File: src/rtl/pong_pkg.sv
// Shared definitions for the pong button conditioner: debounce state
// encoding, debounce length calculation and button bit positions.
`timescale 1ns/1ps
package pong_pkg;

  // Per-channel debounce states. Bit 1 set means the debounced level is high.
  typedef enum logic [1:0] {
    IDLE    = 2'b00,
    WAIT_HI = 2'b01,
    HIGH    = 2'b10,
    WAIT_LO = 2'b11
  } btn_state_t;

  // Button bit positions inside btn_raw / btn_level and friends.
  localparam int BTN_U = 3;
  localparam int BTN_L = 2;
  localparam int BTN_R = 1;
  localparam int BTN_D = 0;

  // Number of clock cycles a new level must persist before it is accepted.
  function automatic int calc_cnt_max(input int clk_hz, input int debounce_ms);
    return (clk_hz / 1000) * debounce_ms;
  endfunction

endpackage

File: src/rtl/pong_btn_chan.sv
// One button channel: two-flop synchronizer, debounce FSM with stability
// counter, arm flag and registered level/press/release outputs.
`timescale 1ns/1ps
module pong_btn_chan
  import pong_pkg::*;
#(
  parameter int CNT_MAX = 8
) (
  input  logic       i_clk,
  input  logic       i_rst_n,
  input  logic       i_btn_raw,
  output logic       o_level,
  output logic       o_press,
  output logic       o_release,
  output logic       o_press_cond,
  output btn_state_t o_state
);

  localparam int               CNT_W    = (CNT_MAX > 1) ? $clog2(CNT_MAX) : 1;
  localparam logic [CNT_W-1:0] CNT_LAST = CNT_W'(CNT_MAX - 1);

  logic             r_s1;
  logic             r_s2;
  logic [1:0]       r_sync_vld;
  btn_state_t       r_state;
  logic [CNT_W-1:0] r_cnt;
  logic             r_armed;
  logic             r_press;
  logic             r_release;

  btn_state_t       w_state_nxt;
  logic [CNT_W-1:0] w_cnt_nxt;
  logic             w_cnt_last;
  logic             w_arm_set;
  logic             w_press_cond;
  logic             w_release_cond;

  // Synchronize the raw pin. r_sync_vld marks when r_s2 holds a real pin
  // sample rather than its reset value, so a button held through reset is
  // never mistaken for a released one.
  always_ff @(posedge i_clk or negedge i_rst_n) begin
    if (!i_rst_n) begin
      r_s1       <= 1'b0;
      r_s2       <= 1'b0;
      r_sync_vld <= 2'b00;
    end else begin
      r_s1       <= i_btn_raw;
      r_s2       <= r_s1;
      r_sync_vld <= {r_sync_vld[0], 1'b1};
    end
  end

  // Debounce state and stability counter registers.
  always_ff @(posedge i_clk or negedge i_rst_n) begin
    if (!i_rst_n) begin
      r_state <= IDLE;
      r_cnt   <= '0;
    end else begin
      r_state <= w_state_nxt;
      r_cnt   <= w_cnt_nxt;
    end
  end

  assign w_cnt_last = (r_cnt == CNT_LAST);

  // Next state, counter update and the edge conditions for pulses and arming.
  always_comb begin
    w_state_nxt    = r_state;
    w_cnt_nxt      = r_cnt;
    w_arm_set      = 1'b0;
    w_press_cond   = 1'b0;
    w_release_cond = 1'b0;
    case (r_state)
      IDLE: begin
        if (r_s2) begin
          w_state_nxt = WAIT_HI;
          w_cnt_nxt   = '0;
        end else if (r_sync_vld[1]) begin
          w_arm_set = 1'b1;
        end
      end
      WAIT_HI: begin
        if (!r_s2) begin
          w_state_nxt = IDLE;
        end else if (w_cnt_last) begin
          w_state_nxt  = HIGH;
          w_press_cond = r_armed;
        end else begin
          w_cnt_nxt = r_cnt + CNT_W'(1);
        end
      end
      HIGH: begin
        if (!r_s2) begin
          w_state_nxt = WAIT_LO;
          w_cnt_nxt   = '0;
        end
      end
      WAIT_LO: begin
        if (r_s2) begin
          w_state_nxt = HIGH;
        end else if (w_cnt_last) begin
          w_state_nxt    = IDLE;
          w_release_cond = 1'b1;
          w_arm_set      = 1'b1;
        end else begin
          w_cnt_nxt = r_cnt + CNT_W'(1);
        end
      end
      default: begin
        w_state_nxt = IDLE;
        w_cnt_nxt   = '0;
      end
    endcase
  end

  // Arm flag latches once a genuine low has been seen; pulses are registered.
  always_ff @(posedge i_clk or negedge i_rst_n) begin
    if (!i_rst_n) begin
      r_armed   <= 1'b0;
      r_press   <= 1'b0;
      r_release <= 1'b0;
    end else begin
      if (w_arm_set) begin
        r_armed <= 1'b1;
      end
      r_press   <= w_press_cond;
      r_release <= w_release_cond;
    end
  end

  assign o_level      = (r_state == HIGH) || (r_state == WAIT_LO);
  assign o_press      = r_press;
  assign o_release    = r_release;
  assign o_press_cond = w_press_cond;
  assign o_state      = r_state;

endmodule

File: src/rtl/pong_btn_cond.sv
// Button conditioner for the pong game: N_BTN independent debounce channels
// plus a registered any-press pulse aligned with the per-channel press pulses.
`timescale 1ns/1ps
module pong_btn_cond
  import pong_pkg::*;
#(
  parameter int N_BTN       = 4,
  parameter int CLK_HZ      = 100_000_000,
  parameter int DEBOUNCE_MS = 10
) (
  input  logic               clk,
  input  logic               reset,
  input  logic [N_BTN-1:0]   btn_raw,
  output logic [N_BTN-1:0]   btn_level,
  output logic [N_BTN-1:0]   btn_press,
  output logic [N_BTN-1:0]   btn_release,
  output logic               any_press,
  output logic [2*N_BTN-1:0] dbg_state
);

  localparam int CNT_MAX = calc_cnt_max(CLK_HZ, DEBOUNCE_MS);

  if (CNT_MAX < 2) begin : g_cnt_max_check
    $error("pong_btn_cond: debounce length CNT_MAX must be at least 2");
  end

  logic [N_BTN-1:0] w_press_cond;
  logic             r_any_press;

  for (genvar gi = 0; gi < N_BTN; gi++) begin : g_chan
    btn_state_t w_state;

    pong_btn_chan #(
      .CNT_MAX (CNT_MAX)
    ) u_chan (
      .i_clk        (clk),
      .i_rst_n      (reset),
      .i_btn_raw    (btn_raw[gi]),
      .o_level      (btn_level[gi]),
      .o_press      (btn_press[gi]),
      .o_release    (btn_release[gi]),
      .o_press_cond (w_press_cond[gi]),
      .o_state      (w_state)
    );

    assign dbg_state[2*gi +: 2] = w_state;
  end

  // One pulse for any number of simultaneous armed presses.
  always_ff @(posedge clk or negedge reset) begin
    if (!reset) begin
      r_any_press <= 1'b0;
    end else begin
      r_any_press <= |w_press_cond;
    end
  end

  assign any_press = r_any_press;

endmodule
File: config.mk
export PLATFORM = sky130hd
export DESIGN_NAME = pong_btn_cond
export DESIGN_NICKNAME = d
export VERILOG_FILES = /design/src/rtl/pong_pkg.sv /design/src/rtl/pong_btn_chan.sv /design/src/rtl/pong_btn_cond.sv
export SDC_FILE = /design/constraint.sdc
export NUM_CORES = 1
export LEC_CHECK = 0
export CAP_MARGIN = 20
export CORE_ASPECT_RATIO = 1.75
export CORE_MARGIN = 2
export CORE_UTILIZATION = 55
export DETAILED_ROUTE_END_ITERATION = 16
export GPL_TIMING_DRIVEN = 0
export PLACE_DENSITY_LB_ADDON = 0.2
export SLEW_MARGIN = 20
export SYNTH_ARGS = -nofsm -noshare
export SYNTH_HDL_FRONTEND = slang
export SYNTH_SLANG_ARGS = --single-unit
File: constraint.sdc
create_clock -name clk -period 2.76 [get_ports clk]
set_input_delay 0.69 -clock clk [delete_from_list [all_inputs] [get_ports clk]]
set_output_delay 0.69 -clock clk [all_outputs]
set_load 0.02 [all_outputs]
=== Yosys cells after proc, flatten, opt, wreduce, memory -nomap -nowiden ===
Cells that the tools add are included.

* Output and inout port bits: 21
* Bits of input ports: 6
* Logic and storage cells: 182
* Bits in registers: 117

* Muxes and demuxes: 88
* Reductions and logical operators: 17
* Eq/ne operators: 40
* Add/sub/neg operators: 4

{| class="wikitable"
|+ Operator list
! operator !! number
|-
| $mux W20 || 20
|-
| $pmux W20 S4 || 4
|-
| $add A20 B1 Y20 const B || 4
|-
| $eq A20 B20 Y1 const B || 4
|-
| $mux W2 || 24
|-
| $mux W1 || 32
|-
| $pmux W2 S4 || 4
|-
| $reduce_and A4 Y1 || 8
|-
| $eq A2 B2 Y1 const B || 8
|-
| $ne A2 B1 Y1 const B || 8
|-
| $ne A2 B2 Y1 const B || 8
|-
| $ne A3 B1 Y1 const B || 4
|-
| $ne A3 B3 Y1 const B || 4
|-
| $eq A2 B1 Y1 const B || 4
|-
| $logic_not A2 Y1 || 4
|-
| $pmux W1 S2 || 4
|-
| $logic_or A1 B1 Y1 || 4
|-
| $reduce_or A4 Y1 || 1
|}

=== Longest topological paths before layout ===
* Depth in word-level cells: 5
* Gate-level depth with buffers: 9
* Depth with buffers taken out: 8

=== Hierarchy ===
A second synthesis with hierarchy kept.

* Cells, all modules: 706
* Area total of the unflattened synthesis: 6,633.9 um^2

{| class="wikitable"
|+ By module, submodules not included
! module !! instances !! area an instance (um^2) !! seq. area each (um^2) !! cells an instance
|-
| pong_btn_chan (g_chan[1].u_chan) || 1 || 1,670.4 || 725.7 || 176
|-
| pong_btn_chan (g_chan[2].u_chan) || 1 || 1,664.1 || 725.7 || 180
|-
| pong_btn_chan (g_chan[0].u_chan) || 1 || 1,659.1 || 725.7 || 178
|-
| pong_btn_chan (g_chan[3].u_chan) || 1 || 1,607.8 || 725.7 || 170
|-
| pong_btn_cond || 1 || 32.5 || 25.0 || 2
|}

=== Worst setup path before layout ===
OpenSTA, ideal clock, no wires.

* Path type: reg2reg
* Start point: register g_chan[0].u_chan.r_cnt[10]
* End point: register g_chan[0].u_chan.r_cnt[0]
* Period minus slack after synthesis: 1.971 ns
* Buffers on the path: 0
* Slack: 0.789 ns
* Library setup time: 0.125 ns
* Required time: 2.635 ns
* Cell stages (with the launch flop): 6
* Data arrival time: 1.846 ns
* Path through: dfrtp_1 or4_4 nor4_4 nand2_2 o21bai_1 mux2_2

* Longest elaborated chain between the ends: 4
* Elaborated cells on any way between the ends: 5
* Classes of those cells: eq/ne (1); mux (4)

{| class="wikitable"
|+ Ends and longest elaborated chain
! element !! RTL line !! text
|-
| start: declaration || pong_btn_chan.sv:26 || <nowiki>logic [CNT_W-1:0] r_cnt;</nowiki>
|-
| start signal: assignment || pong_btn_chan.sv:60 || <nowiki>r_cnt <= w_cnt_nxt;</nowiki>
|-
| $eq A20 B20 Y1 * || pong_btn_chan.sv:64 || <nowiki>assign w_cnt_last = (r_cnt == CNT_LAST);</nowiki>
|-
| $mux W20 * || n/a ||
|-
| $mux W20 (on tied branches) || n/a ||
|-
| $pmux W20 S4 * || n/a ||
|}

Mark *: on every way between the ends. The rest lies on a longest branch, timed or not. The select of a mux whose other input is x is not followed.
A chain may end at the register's enable or synchronous reset.

==> results.json <==
{
  "fmax_mhz": 371.6,
  "clkTransAtPathRegs_ns": 0.07,
  "vias": 5546,
  "mostFrequentLayoutCells": "dfrtp_1 (107), o21ai_0 (106), nand2_1 (56)",
  "clock_path_buffers": 2,
  "crit_family": "buffers and inverters",
  "status": "finished, final reports clean",
  "row_count": 51,
  "worstSetupPathType": "reg -> out",
  "hold_path.class": "in -> async",
  "cts_tree": "yes",
  "cts_buffers": 9,
  "fp.dieH_um": 145.2,
  "power_leakage_nw": 2.956,
  "period_share": 0.9751,
  "synth_top_area_frac": 0.4431,
  "antenna_found_initial": 0,
  "critPathSlowestCell": "clkdlybuf4s50_1",
  "place_congestion": 0.8810,
  "total_power_mw": 5.960,
  "port_buffers": 26,
  "final_common_cell": "dfrtp_1",
  "grt_pass1_wl_mm": 25.50,
  "yosysWarnings": 0,
  "grt_max_degree": 65,
  "root_buffer": "clkbuf_16",
  "cp-start-kind": "flip-flop",
  "synth_area_um2": 6269,
  "drv_slew": 0,
  "syn2layout_area_growth_pct": 12.32,
  "routed_wl_mm": 14.63,
  "r2r-end": "g_chan[3].u_chan.r_cnt[17]",
  "final_layout_size_suffix_gt1_frac": 0.08479,
  "arrival_ns": 2.00,
  "fin_nets": 764,
  "synthArstFlopShare": 1.000,
  "ys_ff_latch": 111,
  "vdd_drop_max_mv": 0.6432,
  "start_util": 0.5646,
  "globalRouteOverflowTotal": 0,
  "utilization": 0.6341,
  "hold_violations": 0,
  "avgSynthCellArea_um2": 8.968,
  "nFillCells": 960,
  "seq_area_um2": 2783,
  "htreeDepth": 3,
  "hpwlAfterDp_mm": 10.26,
  "holdWs_ns": 0.2564,
  "fin_skew_ns": 0.008404,
  "synthTopCellsByArea": "dfrtp_1 (44%), o21ai_0 (8.5%), ha_1 (4.0%)",
  "seq_area_frac_synth": 0.4431,
  "die_area_um2": 12300,
  "ff2ff_setup_slack_ns": 0.34,
  "clock_latency_ns": 0.35,
  "drc_errors": 0,
  "io_pins": 27,
  "multi_input_area_um2": 3182,
  "num_antenna_cells": 0,
  "synthFlopType": "dfrtp_1",
  "dr.pass1.iters": 5,
  "synthCells": 699,
  "cap_violations": 0,
  "routed_via_density": 6.338,
  "rr_worst_depth": 9,
  "ant_nets": 0,
  "synth_top_cell_by_area": "dfrtp_1",
  "critPathRequiredTime_ns": 2.07,
  "setup-tns-final_ns": 0,
  "powerDensity_nw_per_um2": 846.6,
  "yosysUniqueCellTypes": 52,
  "synth_nets": 725,
  "synth_edf_count": 0,
  "tightest_slew_ns": 0.8011,
  "slew_headroom": 0.4648,
  "critical_path_buf_inv_count": 3,
  "dieWidth_um": 84.70,
  "crit_chain": "ha_1 -> nor2_1 -> inv_1 -> buf_4 -> clkdlybuf4s50_1",
  "globalRouteTotalUtil": 0.2509,
  "rsz0062_at_grt": "no",
  "grt_pass1_vias": 5489,
  "min_period_ns": 2.691,
  "slowest_delay_ns": 0.53,
  "critPathCaptureType": "primary output",
  "drt-initial-drc-count": 366,
  "core_um2": 11100,
  "clock_sinks": 111,
  "wl_per_cell_um": 16.72,
  "cp_max_fo": 5,
  "setup_viol": 0,
  "reg2reg_from": "g_chan[3].u_chan.r_cnt[0]"
}
## kinds of logic after synthesis
family	Yosys count	share of synthesized area
AO/OA/AOI/OAI	233	0.2196
adder cells (fa/ha/maj)	20	0.03992
buffers and inverters	64	0.05010
flip-flops	111	0.4431
multiplexers	13	0.02116
other	1	0.0005982
AND/OR/NAND/NOR	257	0.2255
## state kept, by name, summed over array words and instances, names as in the netlist, named ones only
signal	cells
g_chan.u_chan.r_cnt	80
g_chan.u_chan.o_press	4
g_chan.u_chan.o_release	4
g_chan.u_chan.o_state	4
g_chan.u_chan.r_armed	4
g_chan.u_chan.r_s1	4
g_chan.u_chan.r_s2	4
g_chan.u_chan.r_sync_vld	2
any_press	1
## cell type report
type / instances / area share
timing repair buffer: 28 / 0.04212
inverter: 16 / 0.008530
clock buffer: 11 / 0.03448
tap: 132 / 0.02346
multi-input combinational: 524 / 0.4519
sequential: 111 / 0.3952
buffer: 48 / 0.03608
clock inverter: 5 / 0.008175
## cells in the mapped netlist (11+ instances only)
cell type  instances
a31oi_1           30
dfrtp_1          111
a21oi_1           38
and3_1            20
nand3_1           30
mux2i_1           11
o21ai_0          106
clkbuf_1          27
nor2_1            46
inv_1             16
ha_1              20
nor3_1            11
o31ai_1           23
nand4_1           27
buf_4             12
nand2_1           56
## timing repair
| item | 4_1_cts | 5_1_grt |
|---|---|---|
| pin swaps | 0 | 0 |
| hold endpoints to repair | 0 | 0 |
| gates resized for setup | 4 | 4 |
| setup buffers | 0 | 1 |
| hold buffers | 0 | 0 |
| gates cloned | 0 | 0 |
| endpoints found under the setup margin | 4 | 4 |
## through the flow
| step | setup WS [ns] | cell area (um^2) | instances |
|---|---|---|---|
| 6_report | 0.06869 | 7041 | 875 |
| 2_1_floorplan | 0.7888 | 6269 | 699 |
| 4_1_cts | 0.01239 | 7029 | 874 |
| 3_3_place_gp | -3.221 | 6694 | 857 |
| 5_1_grt | 0.01147 | 7041 | 875 |
| 3_5_place_dp | 0.2924 | 6723 | 858 |
## how the worst max path moves through the flow
stage | start | endpoint | slack, ns | cells after the start
4_1_cts | g_chan[3].u_chan.o_state[0] | btn_level[3] | 0.01 | 6
6_report | flip-flop | btn_level[1] | 0.07 | 5
3_5_place_dp | g_chan[1].u_chan.o_state[0] | btn_level[1] | 0.29 | 6
2_1_floorplan | g_chan[0].u_chan.r_cnt[10] | g_chan[0].u_chan.r_cnt[0] | 0.79 | 5
5_1_grt | flip-flop | btn_level[1] | 0.01 | 5
3_3_place_gp | reset | g_chan[3].u_chan.r_cnt[4] | -3.22 | 1
## metal layers
metal / up-vias / global-route usage / routed length [um]
li1: 2667 / - / -
met1: 2703 / 0.3100 / 6047
met2: 150 / 0.4358 / 7675
met3: 26 / 0.02901 / 567
met4: 0 / 0.1087 / 343
met5: - / 0 / 0
## power by group
part,total [mW],internal (mW),switching [mW]
combinational,2.65,0.991,1.66
clock,1.32,0.728,0.588
sequential,1.99,1.80,0.193
(Power assumes the default switching activity.)
